## config.mk

```make
export PLATFORM = sky130hd
export DESIGN_NAME = cop1_xfer_seq
export DESIGN_NICKNAME = d
export VERILOG_FILES = /design/src/rtl/cop1_xfer_seq.sv
export SDC_FILE = /design/constraint.sdc
export NUM_CORES = 1
export LEC_CHECK = 0
export ABC_CLOCK_PERIOD_IN_PS = 1800
export BUFFER_PORTS_ARGS = -buffer_cell sky130_fd_sc_hd__buf_2
export CORE_ASPECT_RATIO = 2
export CORE_UTILIZATION = 40
export DETAILED_ROUTE_END_ITERATION = 12
export GPL_TIMING_DRIVEN = 1
export PLACE_DENSITY_LB_ADDON = 0.3
export SLEW_MARGIN = 10
export SYNTH_ARGS = -nofsm -noshare
export SYNTH_HDL_FRONTEND = slang
export SYNTH_SLANG_ARGS = --single-unit
export TNS_END_PERCENT = 5
```

## constraint.sdc

```tcl
create_clock -name clk -period 1.8 [get_ports clk]
set_input_delay 0.36 -clock clk [delete_from_list [all_inputs] [get_ports clk]]
set_output_delay 0.36 -clock clk [all_outputs]
set_load 0.02 [all_outputs]
```

## src/rtl/cop1_xfer_seq.sv

```systemverilog
// MTC1/MFC1 move sequencer: reads one register file, captures the word and writes it into
// the other file. Four cycles per transfer: IDLE -> READ -> CAPT -> WRITE.
module cop1_xfer_seq #(
  parameter int unsigned DATA_W = 32,
  parameter int unsigned ADDR_W = 5,
  parameter int unsigned CNT_W  = 16
) (
  input  logic              clk,
  input  logic              rst,
  input  logic              req_valid,
  output logic              req_ready,
  input  logic              req_is_mtc1,
  input  logic [ADDR_W-1:0] req_src,
  input  logic [ADDR_W-1:0] req_dst,
  output logic              gp_rd_en,
  output logic [ADDR_W-1:0] gp_rd_addr,
  input  logic [DATA_W-1:0] gp_rd_data,
  output logic              fp_rd_en,
  output logic [ADDR_W-1:0] fp_rd_addr,
  input  logic [DATA_W-1:0] fp_rd_data,
  output logic              gp_wr_en,
  output logic [ADDR_W-1:0] gp_wr_addr,
  output logic [DATA_W-1:0] gp_wr_data,
  output logic              fp_wr_en,
  output logic [ADDR_W-1:0] fp_wr_addr,
  output logic [DATA_W-1:0] fp_wr_data,
  output logic              done,
  output logic              busy,
  output logic [CNT_W-1:0]  xfer_count
);

  localparam logic [1:0] StIdle  = 2'd0;
  localparam logic [1:0] StRead  = 2'd1;
  localparam logic [1:0] StCapt  = 2'd2;
  localparam logic [1:0] StWrite = 2'd3;

  logic [1:0]        state_q, state_d;
  logic              is_mtc1_q;
  logic [ADDR_W-1:0] dst_q;

  always_comb begin
    state_d = state_q;
    unique case (state_q)
      StIdle:  if (req_valid) state_d = StRead;
      StRead:  state_d = StCapt;
      StCapt:  state_d = StWrite;
      StWrite: state_d = StIdle;
    endcase
  end

  assign req_ready = (state_q == StIdle);
  assign busy      = (state_q != StIdle);

  always_ff @(posedge clk) begin
    if (rst) begin
      state_q    <= StIdle;
      is_mtc1_q  <= 1'b0;
      dst_q      <= '0;
      gp_rd_en   <= 1'b0;
      gp_rd_addr <= '0;
      fp_rd_en   <= 1'b0;
      fp_rd_addr <= '0;
      gp_wr_en   <= 1'b0;
      gp_wr_addr <= '0;
      gp_wr_data <= '0;
      fp_wr_en   <= 1'b0;
      fp_wr_addr <= '0;
      fp_wr_data <= '0;
      done       <= 1'b0;
      xfer_count <= '0;
    end else begin
      state_q  <= state_d;
      gp_rd_en <= 1'b0;
      fp_rd_en <= 1'b0;
      gp_wr_en <= 1'b0;
      fp_wr_en <= 1'b0;
      done     <= 1'b0;
      unique case (state_q)
        StIdle: begin
          if (req_valid) begin
            is_mtc1_q <= req_is_mtc1;
            dst_q     <= req_dst;
            // Read strobe is registered here so it is high exactly during READ.
            if (req_is_mtc1) begin
              gp_rd_en   <= 1'b1;
              gp_rd_addr <= req_src;
            end else begin
              fp_rd_en   <= 1'b1;
              fp_rd_addr <= req_src;
            end
          end
        end
        StRead: begin
        end
        StCapt: begin
          done <= 1'b1;
          if (is_mtc1_q) begin
            fp_wr_en   <= 1'b1;
            fp_wr_addr <= dst_q;
            fp_wr_data <= gp_rd_data;
          end else begin
            // GP $0 is hardwired to zero: the transfer completes but never writes it.
            gp_wr_en   <= (dst_q != '0);
            gp_wr_addr <= dst_q;
            gp_wr_data <= fp_rd_data;
          end
        end
        StWrite: begin
          xfer_count <= xfer_count + CNT_W'(1);
        end
      endcase
    end
  end

endmodule

```

# Word level (Yosys, flattened, before mapping)
# Cells that the tools add are included.
# Widths: inputs -> output; s select.
[totals]
register_bits = 113
input_bits = 78
out_inout_bits = 107
word_cells = 42
[classes]
add_sub_neg = 1
eq_ne = 4
mux = 6
bitwise = 5
reduce_logical = 11
[ops]
columns = ["cell", "count"]
rows = [
  ["$add 16x1->16 const B", 1],
  ["$pmux 2 s4", 1],
  ["$reduce_and 2->1", 3],
  ["$reduce_and 3->1", 2],
  ["$reduce_or 3->1", 2],
  ["$not 1->1", 5],
  ["$reduce_bool 5->1", 1],
  ["$eq 2x2->1 const B", 2],
  ["$mux 1", 4],
  ["$eq 2x1->1 const B", 1],
  ["$logic_not 2->1", 1],
  ["$mux 2", 1],
  ["$ne 2x2->1 const B", 1],
  ["$reduce_bool 2->1", 1],
  ["$reduce_or 2->1", 1],
]

# Logic depth before layout (Yosys ltp)
# Gate-level depths: netlist of run 1.
[depth]
word_depth = 3
ltp_mapped = 8
mapped_depth_nobuf = 6

# Worst setup path after synthesis of run 1
# Ideal clock, no wire load.
[synth_timing]
kind = "register to register"
from = "register state_q[0]"
to = "register fp_rd_addr[0]"
setup_ps = 132
t_arrival_ps = 1559
required_time_ps = 1668
path_slack_ps = 108
path_stages_with_launch = 9
n_path_buf = 2
period_less_slack_ps = 1692
cell_sequence = "dfxtp_1 > inv_1 > ha_1 > buf_2 > nand2_1 > or2_2 > clkbuf_1 > nand2_1 > a21oi_1"
[synth_via]
elab_chain_cells = 2
[synth_lines]
columns = ["item", "line", "text"]
rows = [
  ["start: declaration", "37", "logic [1:0] state_q, state_d;"],
  ["start signal: assignment", "56", "state_q <= StIdle;"],
  ["start signal: assignment", "72", "state_q <= state_d;"],
  ["$logic_not 2->1", "-", ""],
  ["net req_ready", "11", "output logic req_ready,"],
  ["$reduce_and 3->1 (no line)", "-", ""],
  ["end signal: assignment", "89", "fp_rd_addr <= req_src;"],
  ["end: declaration", "19", "output logic [ADDR_W-1:0] fp_rd_addr,"],
]
# The timed path passes the listed nets, and every way through them passes these cells.
# A chain may end at the register's enable or synchronous reset.

# Worst setup path in the final report of run 1
[layout_timing]
from = "register state_q[0]"
to = "output busy"
[layout_via]
elab_chain_cells = 1
[layout_lines]
columns = ["item", "line", "text"]
rows = [
  ["$reduce_bool 2->1", "52", "assign busy = (state_q != StIdle);"],
  ["end: declaration", "28", "output logic busy,"],
]
# Every way passes these cells.

==> results.yml, run 1 <==
pwr:
  irDropWorstVdd_v: 0.0008621
  finalPower_mw: 8.158
  cellPowerDensity_nw_per_um2: 1396
  p_leak_nw: 2.658
detailed_routing:
  drtAntennaViolNets: 0
  dr.pass1.iters: 4
  vias: 3929
  wirelength_um: 10720
  avgViaCountPerCell: 4.762
  drc: 0
  wl_per_cell_um: 12.99
  drt-initial-drc-count: 146
final_layout:
  fillers: 942
  fin_util_pct: 59.46
  finish.net_count: 762
  syn2layout_area_growth_pct: 42.90
  diodes: 0
  drive_gt1_share_pct: 33.48
placement:
  hpwl_um: 7668
  post-place-ws_ns: -0.01124
  io_buffers: 184
  gp_congestion: 0.7313
setup_path:
  crit_family: "flip-flops"
  cpPeakStageDelay_ns: 0.36
  worstPathArrival_ns: 1.29
  cp_max_fo: 11
  critPathKind: "flip-flop to output port"
  crit_chain: "inv_1 -> ha_4 -> inv_1 -> buf_2"
  critical_path_buf_inv_count: 3
  end_kind: "output port"
  slowest_stage: "dfxtp_1"
  required_ns: 1.44
  cpMostUsedCell: "inv_1"
  cp-start-kind: "flip-flop"
synthesis:
  syn_inst: 499
  netlist_area_um2: 4089
  ys_types: 32
  avgSynthCellArea_um2: 8.194
  yosysWarnings: 0
  synth_commonest_cells: "nand2_1, dfxtp_1, a21oi_1"
  synth_top_area_cell: "dfxtp_1"
  synth_nets: 581
  ys.flop_type: "dfxtp_1"
  synth_most_common_cell: "nand2_1"
  synth_edf_count: 0
  synth_top_area_share_pct: 55.32
  ys_seq_area_share_pct: 55.32
  synth-seq-cells: 113
  synth_area_leaders: "dfxtp_1, nand2_1, a21oi_1"
  ys_async_sr_fraction_pct: 0
sta:
  slew_headroom_pct: 73.55
  post-route-min-period_ns: 1.652
  fin_crit_sh_pct: 91.79
  max_freq_mhz: 605.3
  rsz0062_at_grt: "no"
  setup_viol_count_final: 0
  skew_ns: 0.007153
  holdWs_ns: 0.1971
  setup_tns_ns: 0
  setup_slack_ns: 0.1478
  worst_pin_slew_ns: 0.3957
  hold_violations: 0
  drv_slew: 0
cts:
  cts_setup_buffers: 0
  h-tree-depth: 4
  ctsRootBufferMaster: "clkbuf_16"
  clock_path_buffers: 2
  cts_buffers: 17
  clkSlewWorstSetupHoldPaths_ns: 0.05
  cts_tree: "yes"
  clk_latency_ns: 0.40
  postCtsHoldBufs: 0
  cts_sinks: 113
status:
  status: "completed"
global_route:
  antenna_found_initial: 0
  grt_pass1_vias: 3586
  gr-total-overflow: 0
  grt_pass1_wl_um: 16660
  track_usage_pct: 20.33
  grt_max_degree: 40
hold_path:
  min_path_type: "primary input to flip-flop"
floorplanning:
  rows: 51
  die_h_um: 145.0
  ios: 185
  initial_utilization_pct: 41.61
  coreArea_um2: 9827
  die_area_um2: 10650
  die_w_um: 73.49
run:
  drv_cap: 0
where the power goes:
part           switching [mW]  internal (mW)  leakage, nW
logic                    1.00          0.591         1.42
clock network            1.10           2.55        0.323
registers               0.150           2.76        0.914
flip-flops by register name (all words and copies together), names as in the netlist:
register / flops
fp_wr_data: 32
gp_wr_data: 32
xfer_count: 16
dst_q: 5
fp_rd_addr: 5
fp_wr_addr: 5
gp_rd_addr: 5
gp_wr_addr: 5
state_q: 2
done: 1
fp_rd_en: 1
fp_wr_en: 1
gp_rd_en: 1
gp_wr_en: 1
is_mtc1_q: 1
logic make-up (layout without fill, tap and decap cells):
family	Yosys count	in the layout	synth area share [%]
AO/OA/AOI/OAI	94	94	11.57
XOR/XNOR	10	10	2.142
adder cells (fa/ha/maj)	4	4	1.224
buffers and inverters	35	229	3.458
flip-flops	113	113	55.32
multiplexers	8	8	2.020
AND/OR/NAND/NOR	235	235	24.27
per-layer routing:
layer  track usage [%]  vias up  share of wire (%)
met2             37.43      130                 55
met3             6.042       23                4.9
met1             19.76     1784                 38
met5                 0        -                  0
met4             9.231        0                2.4
li1                  -     1992                  -
layout make-up:
class                   count  area [um^2]  share of cell area (%)
flip-flops and latches    113         2262                   38.72
multi-input cells         351         1703                   29.14
repair buffers            194         1049                   17.94
clock buffers              21        470.5                   8.051
clock inverters            11        182.7                   3.126
well taps                 132        165.2                   2.827
inverters                   3        11.26                  0.1927
path summary, 6_finish.rpt:
| path | start | endpoint | slack (ns) | cells after the start |
|---|---|---|---|---|
| setup / recovery | state_q[0] | busy | 0.15 | 4 |
| hold reg to reg | gp_wr_data[5] | gp_wr_data[5] | 0.45 | 2 |
| hold / removal | gp_rd_data[24] | fp_wr_data[24] | 0.20 | 3 |
| setup reg to reg | state_q[1] | xfer_count[12] | 0.16 | 5 |
placed cells by master (no fill, tap or decap), types with 2 or more instances in the layout:
cell	n
nor2b_1	3
clkinv_2	5
nor3_1	2
a21oi_1	89
buf_4	7
clkbuf_8	3
nand3_1	12
inv_1	3
dfxtp_1	113
bufinv_16	5
buf_12	4
xor2_1	6
nand4_1	4
and3_1	2
nand2_1	173
nor2_1	25
buf_2	183
or3_1	3
xnor2_1	4
mux2_1	2
clkbuf_16	17
ha_1	2
o21ai_0	4
mux2i_1	6
worst reg2reg max path: cells and delay by family, from the launching register on:
kind | cells | cell delay [ns]
and+or+nand+nor | 3 | 0.81
AOI/OAI and AO/OA | 1 | 0.15
adders and majority gates | 1 | 0.26
DFF | 1 | 0.36
timing repair:
action / CTS / global route
setup endpoints to repair: 3 / 3
resized for setup: 2 / 1
gates cloned: 0 / 0
pin swaps: 0 / 1
metrics by stage:
step                      cell area [um^2]  cells
final                                 5843    825
after global routing                  5843    825
after CTS                             5833    825
after detailed placement              5175    793
after global placement                5175    793
after floorplan                       4089    499
Power figures use the tool's default switching activity.
==> run 2: changes to the inputs <==
- CELL_PAD_IN_SITES_DETAIL_PLACEMENT: default -> 1
- CELL_PAD_IN_SITES_GLOBAL_PLACEMENT: default -> 1
- CORE_UTILIZATION: 40 -> 33
==> run 2 against run 1 <==
Effect of this change:
- cell area shrank 2.0%
- worst setup slack worse by 0.074 ns
- clock-buffer cell count unchanged
- total power fell by 8.5%
- clock power fell by 20%
- die area increased by 21%
- critical path type unchanged
==> results.yml, run 2 (synthesis gave the netlist of run 1 again) <==
pwr:
  irDropWorstVdd_v: 0.0007009
  finalPower_mw: 7.468
  p_leak_nw: 2.589
  cellPowerDensity_nw_per_um2: 1305
setup_path:
  critPathKind: "flip-flop to output port"
  crit_family: "buffers and inverters"
  critical_path_buf_inv_count: 4
  cp-start-kind: "flip-flop"
  rrSetupSlack_ns: 0.12
  r2r-start: "state_q[1]"
  slowest_stage: "dfxtp_2"
  cp_max_fo: 9
  required_ns: 1.44
  reg2reg_depth: 5
  crit_chain: "inv_1 -> ha_1 -> buf_4 -> inv_2 -> buf_6"
  r2r-end: "xfer_count[12]"
  worstPathArrival_ns: 1.37
  cpPeakStageDelay_ns: 0.33
  end_kind: "output port"
cts:
  clock_path_buffers: 2
  cts_tree: "yes"
  clkSlewWorstSetupHoldPaths_ns: 0.06
  ctsRootBufferMaster: "clkbuf_16"
  h-tree-depth: 4
  postCtsHoldBufs: 0
  cts_buffers: 17
  cts_sinks: 113
  clk_latency_ns: 0.41
  cts_setup_buffers: 0
global_route:
  track_usage_pct: 20.23
  grt_pass1_vias: 4165
  gr-total-overflow: 0
  antenna_found_initial: 0
  grt_pass1_wl_um: 19640
  grt_max_degree: 42
detailed_routing:
  wirelength_um: 12620
  drtAntennaViolNets: 0
  drt-initial-drc-count: 102
  drc: 0
  avgViaCountPerCell: 4.774
  dr.pass1.iters: 4
  wl_per_cell_um: 15.04
  vias: 4005
placement:
  hpwl_um: 9085
  io_buffers: 184
  gp_congestion: 0.7122
hold_path:
  hold_depth: 3
  min_to: "gp_wr_data[29]"
  min_path_type: "primary input to flip-flop"
  hold_start: "fp_rd_data[29]"
floorplanning:
  ios: 185
  die_area_um2: 12870
  rows: 57
  die_h_um: 159.4
  die_w_um: 80.71
  initial_utilization_pct: 33.73
  coreArea_um2: 12120
sta:
  slew_headroom_pct: 72.23
  setup_tns_ns: 0
  setup_viol_count_final: 0
  post-route-min-period_ns: 1.726
  max_freq_mhz: 579.5
  fin_crit_sh_pct: 95.88
  rsz0062_at_grt: "no"
  worst_pin_slew_ns: 0.4153
  drv_slew: 0
  hold_violations: 0
  skew_ns: 0.006006
final_layout:
  fin_util_pct: 47.21
  multi_input_area_um2: 1688
  layout_common_cells: "buf_2, nand2_1, dfxtp_1"
  largestRegisters: "fp_wr_data x32, gp_wr_data x32, xfer_count x16"
  syn2layout_area_growth_pct: 39.99
  finish.net_count: 761
  fillers: 1539
  seqCellArea_um2: 2265
  drive_gt1_share_pct: 33.24
  final_common_cell: "buf_2"
  diodes: 0
status:
  status: "completed"
run:
  drv_cap: 0
==> run 2: cell count changes in the layout (fill, tap and decap cells not counted), sizes merged <==
cell      delta
buf          -1
bufinv       -5
clkinv       +3
clkinvlp     +2
==> run 2: final cells by class <==
cell class | count | share of cell area [%]
repair buffers | 193 | 18.51
flip-flops and latches | 113 | 39.56
inverters | 3 | 0.1967
clock inverters | 11 | 1.158
well taps | 147 | 3.213
multi-input cells | 351 | 29.49
clock buffers | 21 | 7.869
==> run 2: worst max path at each step <==
stage | start | to | slack (ns) | depth (start not counted)
final | state_q[0] | busy | 0.07 | 5
after global routing | state_q[0] | busy | 0.01 | 5
after CTS | state_q[0] | busy | 0.001 | 5
after detailed placement | state_q[1] | xfer_count[13] | 0.02 | 5
after global placement | state_q[0] | xfer_count[13] | 0.08 | 5
after floorplan | state_q[0] | fp_rd_addr[0] | 0.11 | 8
==> run 2: through the flow <==
step | hold slack, ns | area, um^2 | std cells | setup slack, ns
floorplan | 0.4389 | 4089 | 499 | 0.1085
global placement | 0.4386 | 5199 | 807 | 0.08396
detailed placement | 0.4434 | 5199 | 807 | 0.01963
CTS | 0.1776 | 5724 | 839 | 0.001307
global route | 0.1833 | 5724 | 839 | 0.009604
finish | 0.1927 | 5724 | 839 | 0.07423
==> run 2: per-layer routing <==
| layer | part of all wire, % | GRT usage, % | routed length, um |
|---|---|---|---|
| met1 | 35 | 17.82 | 4376 |
| met2 | 57 | 38.60 | 7156 |
| met3 | 5.1 | 5.387 | 649 |
| met4 | 3.5 | 11.93 | 440 |
| met5 | 0 | 0 | 0 |
==> run 2: power breakdown <==
| group | switching [mW] | total [mW] | internal [mW] | leakage, nW |
|---|---|---|---|---|
| clock network | 1.14 | 2.91 | 1.77 | 0.252 |
| logic | 1.05 | 1.64 | 0.594 | 1.42 |
| registers | 0.149 | 2.92 | 2.77 | 0.915 |
| total | 2.33 | 7.47 | 5.13 | 2.59 |
==> run 2: worst min-delay path, cell delays in order <==
cell	delay [ns]
buf_2	0.10
nand2_1	0.04
a21oi_1	0.05
==> run 2: repair_timing <==
item	4_1_cts	5_1_grt
pin swaps	1	0
endpoints found under the setup margin	3	1
gates resized for setup	4	1
endpoints found under the hold margin	0	0
